**src/rtl/cordic_panel_ctrl.sv**
```systemverilog
// cordic_panel_ctrl
//   Board-level controller for the CORDIC demonstrator. Conditions the two
//   active-low push-buttons (2-flop synchroniser + debouncer + press
//   detector), launches the external cordic_prop core with a one-cycle start,
//   waits for its done with a timeout, latches cos/sin and drives the value
//   selected for the 7-segment path.
//
// Ports
//   clk_50, reset         : clock, synchronous active-high reset
//   start_n, mode_n       : raw active-low buttons (asynchronous)
//   angle                 : unsigned angle from switches
//   cordic_start          : one-cycle launch pulse to the core
//   cordic_z0             : angle captured at launch, stable until next launch
//   cordic_done           : core completion (level or pulse)
//   cordic_cos/cordic_sin : signed core results
//   display_number        : registered signed value for the display
//   display_sel           : 0 angle, 1 cos, 2 sin
//   busy, result_valid    : run in flight / latched results are from a completed run
//   fault                 : sticky timeout flag, cleared by the next accepted Start
//   dbg_state_o           : current FSM state (0 IDLE, 1 START, 2 WAIT)
//
// Core handshake: cordic_start is a single-cycle request with cordic_z0 valid
// in the same cycle; there is no backpressure. The core answers by raising
// cordic_done (any length); only the first done cycle seen in WAIT is used,
// and done outside WAIT is ignored.
module cordic_panel_ctrl #(
  parameter int ANGLE_W         = 9,
  parameter int OUT_W           = 11,
  parameter int DEBOUNCE_CYCLES = 250000,
  parameter int TIMEOUT_CYCLES  = 1024
) (
  input  logic                    clk_50,
  input  logic                    reset,
  input  logic                    start_n,
  input  logic                    mode_n,
  input  logic [ANGLE_W-1:0]      angle,
  output logic                    cordic_start,
  output logic [ANGLE_W-1:0]      cordic_z0,
  input  logic                    cordic_done,
  input  logic signed [OUT_W-1:0] cordic_cos,
  input  logic signed [OUT_W-1:0] cordic_sin,
  output logic [OUT_W-1:0]        display_number,
  output logic [1:0]              display_sel,
  output logic                    busy,
  output logic                    result_valid,
  output logic                    fault,
  output logic [1:0]              dbg_state_o
);

  localparam int DB_W = $clog2(DEBOUNCE_CYCLES + 1);
  localparam int TO_W = $clog2(TIMEOUT_CYCLES + 1);
  localparam logic [DB_W-1:0] DB_LAST = DB_W'(DEBOUNCE_CYCLES - 1);
  localparam logic [TO_W-1:0] TO_LAST = TO_W'(TIMEOUT_CYCLES - 1);

  typedef enum logic [1:0] {
    S_IDLE  = 2'd0,
    S_START = 2'd1,
    S_WAIT  = 2'd2
  } state_t;

  // ---------------------------------------------------------------------------
  // Button conditioning, bit 0 = Start, bit 1 = Mode. All levels idle at 1.
  // ---------------------------------------------------------------------------
  logic [1:0]      sync1_q, sync2_q, db_q, db_prev_q;
  logic [DB_W-1:0] db_cnt_q [2];
  logic [1:0]      press;

  always_ff @(posedge clk_50) begin
    if (reset) begin
      sync1_q   <= 2'b11;
      sync2_q   <= 2'b11;
      db_q      <= 2'b11;
      db_prev_q <= 2'b11;
      for (int i = 0; i < 2; i++) db_cnt_q[i] <= '0;
    end else begin
      sync1_q   <= {mode_n, start_n};
      sync2_q   <= sync1_q;
      db_prev_q <= db_q;
      for (int i = 0; i < 2; i++) begin
        // Count consecutive samples that disagree with the accepted level;
        // the level flips on the DEBOUNCE_CYCLES-th one, any agreement restarts.
        if (sync2_q[i] != db_q[i]) begin
          if (db_cnt_q[i] == DB_LAST) begin
            db_q[i]     <= sync2_q[i];
            db_cnt_q[i] <= '0;
          end else begin
            db_cnt_q[i] <= db_cnt_q[i] + DB_W'(1);
          end
        end else begin
          db_cnt_q[i] <= '0;
        end
      end
    end
  end

  // Falling edge of the debounced level only: release and hold give nothing.
  assign press = db_prev_q & ~db_q;

  // ---------------------------------------------------------------------------
  // Run FSM and result / display registers
  // ---------------------------------------------------------------------------
  state_t                   state_q, state_d;
  logic [TO_W-1:0]          wait_cnt_q, wait_cnt_d;
  logic [ANGLE_W-1:0]       z0_q, z0_d;
  logic signed [OUT_W-1:0]  cos_q, cos_d, sin_q, sin_d;
  logic                     rv_q, rv_d, fault_q, fault_d;
  logic [1:0]               sel_q, sel_d;
  logic [OUT_W-1:0]         disp_q, disp_d;

  always_ff @(posedge clk_50) begin
    if (reset) begin
      state_q    <= S_IDLE;
      wait_cnt_q <= '0;
      z0_q       <= '0;
      cos_q      <= '0;
      sin_q      <= '0;
      rv_q       <= 1'b0;
      fault_q    <= 1'b0;
      sel_q      <= 2'd0;
      disp_q     <= '0;
    end else begin
      state_q    <= state_d;
      wait_cnt_q <= wait_cnt_d;
      z0_q       <= z0_d;
      cos_q      <= cos_d;
      sin_q      <= sin_d;
      rv_q       <= rv_d;
      fault_q    <= fault_d;
      sel_q      <= sel_d;
      disp_q     <= disp_d;
    end
  end

  always_comb begin
    state_d    = state_q;
    wait_cnt_d = wait_cnt_q;
    z0_d       = z0_q;
    cos_d      = cos_q;
    sin_d      = sin_q;
    rv_d       = rv_q;
    fault_d    = fault_q;
    sel_d      = sel_q;
    disp_d     = disp_q;

    unique case (state_q)
      S_IDLE: begin
        if (press[0]) begin
          z0_d    = angle;
          fault_d = 1'b0;
          rv_d    = 1'b0;
          state_d = S_START;
        end
      end
      S_START: begin
        wait_cnt_d = '0;
        state_d    = S_WAIT;
      end
      S_WAIT: begin
        // Done wins over a timeout falling in the same cycle.
        if (cordic_done) begin
          cos_d   = cordic_cos;
          sin_d   = cordic_sin;
          rv_d    = 1'b1;
          state_d = S_IDLE;
        end else if (wait_cnt_q == TO_LAST) begin
          fault_d = 1'b1;
          rv_d    = 1'b0;
          state_d = S_IDLE;
        end else begin
          wait_cnt_d = wait_cnt_q + TO_W'(1);
        end
      end
      default: state_d = S_IDLE;
    endcase

    if (press[1]) sel_d = (sel_q == 2'd2) ? 2'd0 : sel_q + 2'd1;

    // Driven from registered selector/data, so the display lags them by one cycle.
    case (sel_q)
      2'd0:    disp_d = {{(OUT_W-ANGLE_W){1'b0}}, z0_q};
      2'd1:    disp_d = cos_q;
      default: disp_d = sin_q;
    endcase
  end

  assign cordic_start   = (state_q == S_START);
  assign busy           = (state_q != S_IDLE);
  assign cordic_z0      = z0_q;
  assign display_number = disp_q;
  assign display_sel    = sel_q;
  assign result_valid   = rv_q;
  assign fault          = fault_q;
  assign dbg_state_o    = state_q;

endmodule

```
**config.mk**
```make
export PLATFORM = sky130hd
export DESIGN_NAME = cordic_panel_ctrl
export DESIGN_NICKNAME = d
export VERILOG_FILES = /design/src/rtl/cordic_panel_ctrl.sv
export SDC_FILE = /design/constraint.sdc
export NUM_CORES = 1
export LEC_CHECK = 0
export BUFFER_PORTS_ARGS = -buffer_cell sky130_fd_sc_hd__buf_2
export CAP_MARGIN = 10
export CORE_UTILIZATION = 62
export CTS_CLUSTER_DIAMETER = 60
export DETAILED_ROUTE_END_ITERATION = 8
export PLACE_DENSITY = 0.95
export SLEW_MARGIN = 10
export SYNTH_ARGS = -nofsm -noshare
export SYNTH_HDL_FRONTEND = slang
export SYNTH_SLANG_ARGS = --single-unit
```
**constraint.sdc**
```tcl
create_clock -name clk_50 -period 3.7 [get_ports clk_50]
set_input_delay 0.185 -clock clk_50 [delete_from_list [all_inputs] [get_ports clk_50]]
set_output_delay 0.185 -clock clk_50 [all_outputs]
set_load 0.02 [all_outputs]
```
Word-level counts from Yosys, hierarchy flattened:

Memory sizes are Yosys's and may differ from the RTL's.
Index checks and enable logic that the tools add are counted.

* flip-flop bits (word level): 67
* RAM bits: 36
* input bits: 36
* logic and storage cells: 100
* memories: 1

* $add $sub $neg: 4
* equality and inequality tests: 14
* multiplexer cells: 46
* bitwise gates (word level): 8
* reductions and logical operators: 13

Memories
* db_cnt_q: words 2, width 18, rd ports 2, clocked after memory_dff 0, write ports 2, RTL line 65 `logic [DB_W-1:0] db_cnt_q [2];`

Operators by type and width (number)
* 18-bit two-way mux: 6
* 11-bit case mux with 2 select lines: 2
* 18-bit by 1-bit adder with 18-bit output, second input constant: 2
* 18-bit equality test, second input constant: 2
* 1-bit two-way mux: 29
* 11-bit two-way mux: 2
* 11-bit by 1-bit adder with 11-bit output, second input constant: 1
* 11-bit by 10-bit equality test with 1-bit output, second input constant: 1
* 2-bit AND reduction: 5
* 2-bit two-way mux: 4
* 2-bit != test, second input constant: 4
* 1-bit OR: 6
* 2-bit case mux with 3 select lines: 1
* 3-bit AND reduction: 2
* 2-bit nonzero test: 3
* 2-bit by 1-bit equality test with 1-bit output, second input constant: 2
* 2-bit equality test, second input constant: 2
* 2-bit logical NOT: 2
* 1-bit case mux with 2 select lines: 2
* 4-bit AND reduction: 1
* 3-bit != test, second input constant: 1
* 2-bit by 1-bit adder with 2-bit output, second input constant: 1
* 2-bit AND: 1
* 1-bit != test: 2
* 2-bit inverter: 1

Depth between registers and ports, before layout:

* depth after elaboration: 8
* gate-level depth with buffers: 7
* gate-level depth less buffers: 6

Worst setup path before layout:

Ideal clock, no wire load.

* path type: register to register
* start point: memory db_cnt_q[1][0] in the netlist's numbering
* end point: memory db_cnt_q[1][8] in the netlist's numbering (data pin)
* setup time: 0.254 ns
* arrival time: 1.635 ns
* slack: 1.811 ns
* stages on the path, launching flop included: 7
* path buffers: 1
* path through: edfxtp_1 > ha_1 > nand3_1 > or4_1 > o21ai_2 > buf_4 > nor2_1

RTL lines (RTL line)
* start: declaration: 65

Final worst setup path:

* start point: register state_q[0] (netlist: dbg_state_o[0])
* end point: register wait_cnt_q[7]

* word-level cells in the longest chain between the ends: 3
* elaborated cells on any way between the ends: 7
* those cells by class: eq/ne (4); mux (1); reduce/logical (2)

Ends and longest elaborated chain
* start: declaration: RTL line 102 `state_t state_q, state_d;`
* start signal: assignment: RTL line 122 `state_q <= state_d;`
* 2-bit equality test / 2-bit by 1-bit equality test with 1-bit output (equally long branches): RTL line 145 `unique case (state_q)`
* 2-bit != test (no source line) / 2-bit nonzero test (equally long branches)
* 3-bit AND reduction (no source line)
* end signal: assignment: RTL line 123 `wait_cnt_q <= wait_cnt_d;`
* end: declaration: RTL line 103 `logic [TO_W-1:0] wait_cnt_q, wait_cnt_d;`

Several ways; a longest one is shown, not always the timed one.
A chain may end at the register's enable or synchronous reset.

==> results.yml <==
sta:
  tns_ns: 0
  rsz0062_at_grt: "no"
  min_period_over_period_pct: 68.2
  fin_hold_ws_ns: 0.0380
  slew_violations: 0
  fin_worst_skew_ns: 0.0129
  worst_pin_slew_ns: 0.884
  setup-violations-final: 0
  slew_headroom_pct: 41.0
  fmax_ghz: 0.397
  finalCriticalPeriod_ns: 2.52
  hold_viol: 0
finish:
  synthToLayoutAreaGrowth_pct: 14.4
  layout_commonest_cell: "nor2_1"
  num-fill-cells: 530
  drive_gt1_share_pct: 15.9
  antenna_cells: 0
  layout_common_cells: "68 x nor2_1, 67 x nand2_1, 67 x dfxtp_1, 63 x buf_2, 50 x a21oi_1"
  stdcell_area_um2: 5390
  nNetsFinal: 636
grt:
  gr-usage-met1_pct: 28.7
  grtUsageTotal_pct: 25.5
  grt_pass1_wl_um: 15700
  gr-max-usage-layer: "met2"
  grtUsageMet2_pct: 46.4
  antenna_found_initial: 0
  grt_pass1_vias: 3756
  overflow: 0
  grt_max_degree: 48
  grtUsageMet3_pct: 4.71
placement:
  port-buffer-count: 63
  gp_congestion: 0.817
  hpwl_um: 6970
  placed_area_um2: 5180
floorplanning:
  rows: 31
  coreArea_um2: 7290
  initial_core_util_pct: 64.5
  die_y_um: 89.1
  io_pins: 64
  die_w_um: 89.1
  die_area_um2: 7940
clock_tree:
  htree_levels: 3
  cts_made_buffers: 9
  clock_sinks: 103
  post_cts_resized: 0
  ctsHoldBuffers: 2
  cts_setup_buffers: 0
  clockBufferDepth: 2
  cts_tree: "built"
  worstSkewPairLatency_ns: 0.37
  clock-root-buffer: "clkbuf_8"
  clk_pin_slew_ns: 0.11
setup_path:
  cp_top_family: "simple AND/OR/NAND/NOR gates"
  max_stage_delay_ns: 0.67
  crit_arrival_ns: 2.75
  crit_path_start_kind: "flop"
  r2r-start: "dbg_state_o[0]"
  end_kind: "flop"
  r2r-end: "wait_cnt_q[7]"
  cp.required_ns: 3.93
  reg2reg_depth: 6
  rrSetupSlack_ns: 1.18
  critPathMostFrequentCell: "nand2_1"
  cp_cell_sequence: "inv_1 > ha_1 > nand2_1 > nand2_1 > nor2_1 > a311oi_1"
  worstPathMaxFanout: 24
  timing.critical_path.buf_inv: 1
  crit_type: "flop to flop"
  cp_slowest_cell: "nand2_1"
worst_hold_path:
  hp-class: "input pin to flop"
  hold_path.startpoint: "cordic_cos[8]"
  hold_depth: 3
  holdPathEnd: "cos_q[8]"
route:
  drtPass1Iterations: 5
  ant_nets: 0
  drc: 0
  via_per_inst: 5.71
  wire_per_inst_um: 14.3
  wirelength_um: 9970
  vias: 3989
  drt_first_iter_violations: 159
synth:
  synth-edff-count: 36
  synth_top_family_by_area: "simple AND/OR/NAND/NOR gates"
  avgSynthCellArea_um2: 9.28
  ys_types: 54
  synth_flop_cell: "dfxtp_1"
  synth_compound_area_share_pct: 11.9
  yosys_warnings: 0
  synthCells: 507
  yosys.area_share.simple_pct: 22.5
  synth.yosys.seq_area_share_pct: 51.5
  async_flop_share_pct: 0
  synth_adder_area_share_pct: 1.60
  ys_seq_elements: 103
  synth-xor-area-share_pct: 4.84
  netlist_area_um2: 4710
  synth_mux_area_share_pct: 4.04
power:
  pwr-share-comb_pct: 3.7
  leakage_uw: 0.00207
  peakVddDrop_mv: 0.336
  clock_power_share_pct: 34.3
  power_switching_uw: 469
  power.share.sequential_pct: 62.0
  power_density_nw_per_um2: 362
  switching_share_pct: 24.1
  power.internal_uw: 1480
outcome:
  status: "finished clean"
flow_run:
  maxCapViolCount: 0
cell usage after synthesis, types with 5 or more instances:
| master | n | area, um2 |
|---|---|---|
| inv_1 | 13 | 48.8 |
| and3_1 | 5 | 31.3 |
| nor4_1 | 5 | 31.3 |
| clkbuf_1 | 20 | 75.1 |
| a21oi_1 | 50 | 250 |
| a31oi_1 | 5 | 31.3 |
| xor2_1 | 12 | 105 |
| nand2b_1 | 5 | 31.3 |
| or3_1 | 5 | 31.3 |
| nand4_1 | 12 | 75.1 |
| edfxtp_1 | 36 | 1080 |
| nor3_1 | 6 | 30.0 |
| nand3_1 | 17 | 85.1 |
| xnor2_1 | 14 | 123 |
| nand2_1 | 67 | 251 |
| dfxtp_1 | 67 | 1340 |
| nor2_1 | 68 | 255 |
| o21ai_0 | 12 | 60.1 |
| or2_2 | 6 | 37.5 |
| or4_1 | 5 | 37.5 |
| mux2i_1 | 19 | 190 |
| ha_1 | 6 | 75.1 |
| a311oi_1 | 6 | 52.6 |
kinds of logic after synthesis:
family                     Yosys count
and+or+nand+nor                    221
xor gates and xnor gates            26
buffers and inverters               39
other                                1
AOI/OAI and AO/OA                   92
muxes                               19
adders and majority gates            6
DFF                                103
layout make-up:
cell class                      instances  area [um2]  share of cell area (%)
Clock inverter                          7        65.1                    1.21
Multi-Input combinational cell        400        2250                    41.8
Inverter                               13        48.8                   0.906
Sequential cell                       103        2420                    45.0
Clock buffer                            9         124                    2.30
Tap cell                               99         124                    2.30
Timing Repair Buffer                   67         350                    6.51
state kept, by name (all words and copies together), names as in the netlist, 9 cells and up:
signal,cells
db_cnt_q,36
cos_q,11
display_number,11
sin_q,11
wait_cnt_q,11
cordic_z0,9
layer usage:
layer	wire length [um]	part of all wire [%]
met5	0	0
met1	4110	41
met4	226	2.3
met2	5090	51
met3	543	5.4
per-stage QoR:
step / power, uW / instances / utilization (%) / worst slack (ns)
after floorplan: 1270 / 542 / - / 1.81
after global placement: 1300 / 680 / 71.0 / 1.35
after detailed placement: 1300 / 680 / 71.0 / 1.22
after CTS: 1950 / 698 / 73.9 / 1.22
after global routing: 2000 / 698 / 73.9 / 0.934
final: 1950 / 698 / 73.9 / 1.18
power by group through the flow:
| stage | registers [uW] | logic [uW] | clock network, uW |
|---|---|---|---|
| 2_1_floorplan | 1230 | 42.2 | 0 |
| 3_3_place_gp | 1230 | 65.6 | 0 |
| 3_5_place_dp | 1230 | 67.3 | 0 |
| 4_1_cts | 1210 | 69.9 | 675 |
| 5_1_grt | 1210 | 79.5 | 712 |
| 6_report | 1210 | 71.8 | 667 |
worst register-to-register path, cell delays in order, from the launching register on:
cell and delay, ns:
dfxtp_1 0.37, inv_1 0.09, ha_1 0.38, nand2_1 0.67, nand2_1 0.29, nor2_1 0.44
a311oi_1 0.16
worst max-delay path by stage:
stage,depth (start not counted),startpoint,slack (ns),endpoint
floorplan,6,db_cnt_q[1][0],1.81,db_cnt_q[1][8]
global placement,6,dbg_state_o[0],1.35,wait_cnt_q[2]
detailed placement,6,dbg_state_o[0],1.22,wait_cnt_q[2]
CTS,6,dbg_state_o[0],1.22,wait_cnt_q[7]
global route,6,dbg_state_o[0],0.93,wait_cnt_q[7]
finish,6,dbg_state_o[0],1.18,wait_cnt_q[7]
(Power assumes the default switching activity.)
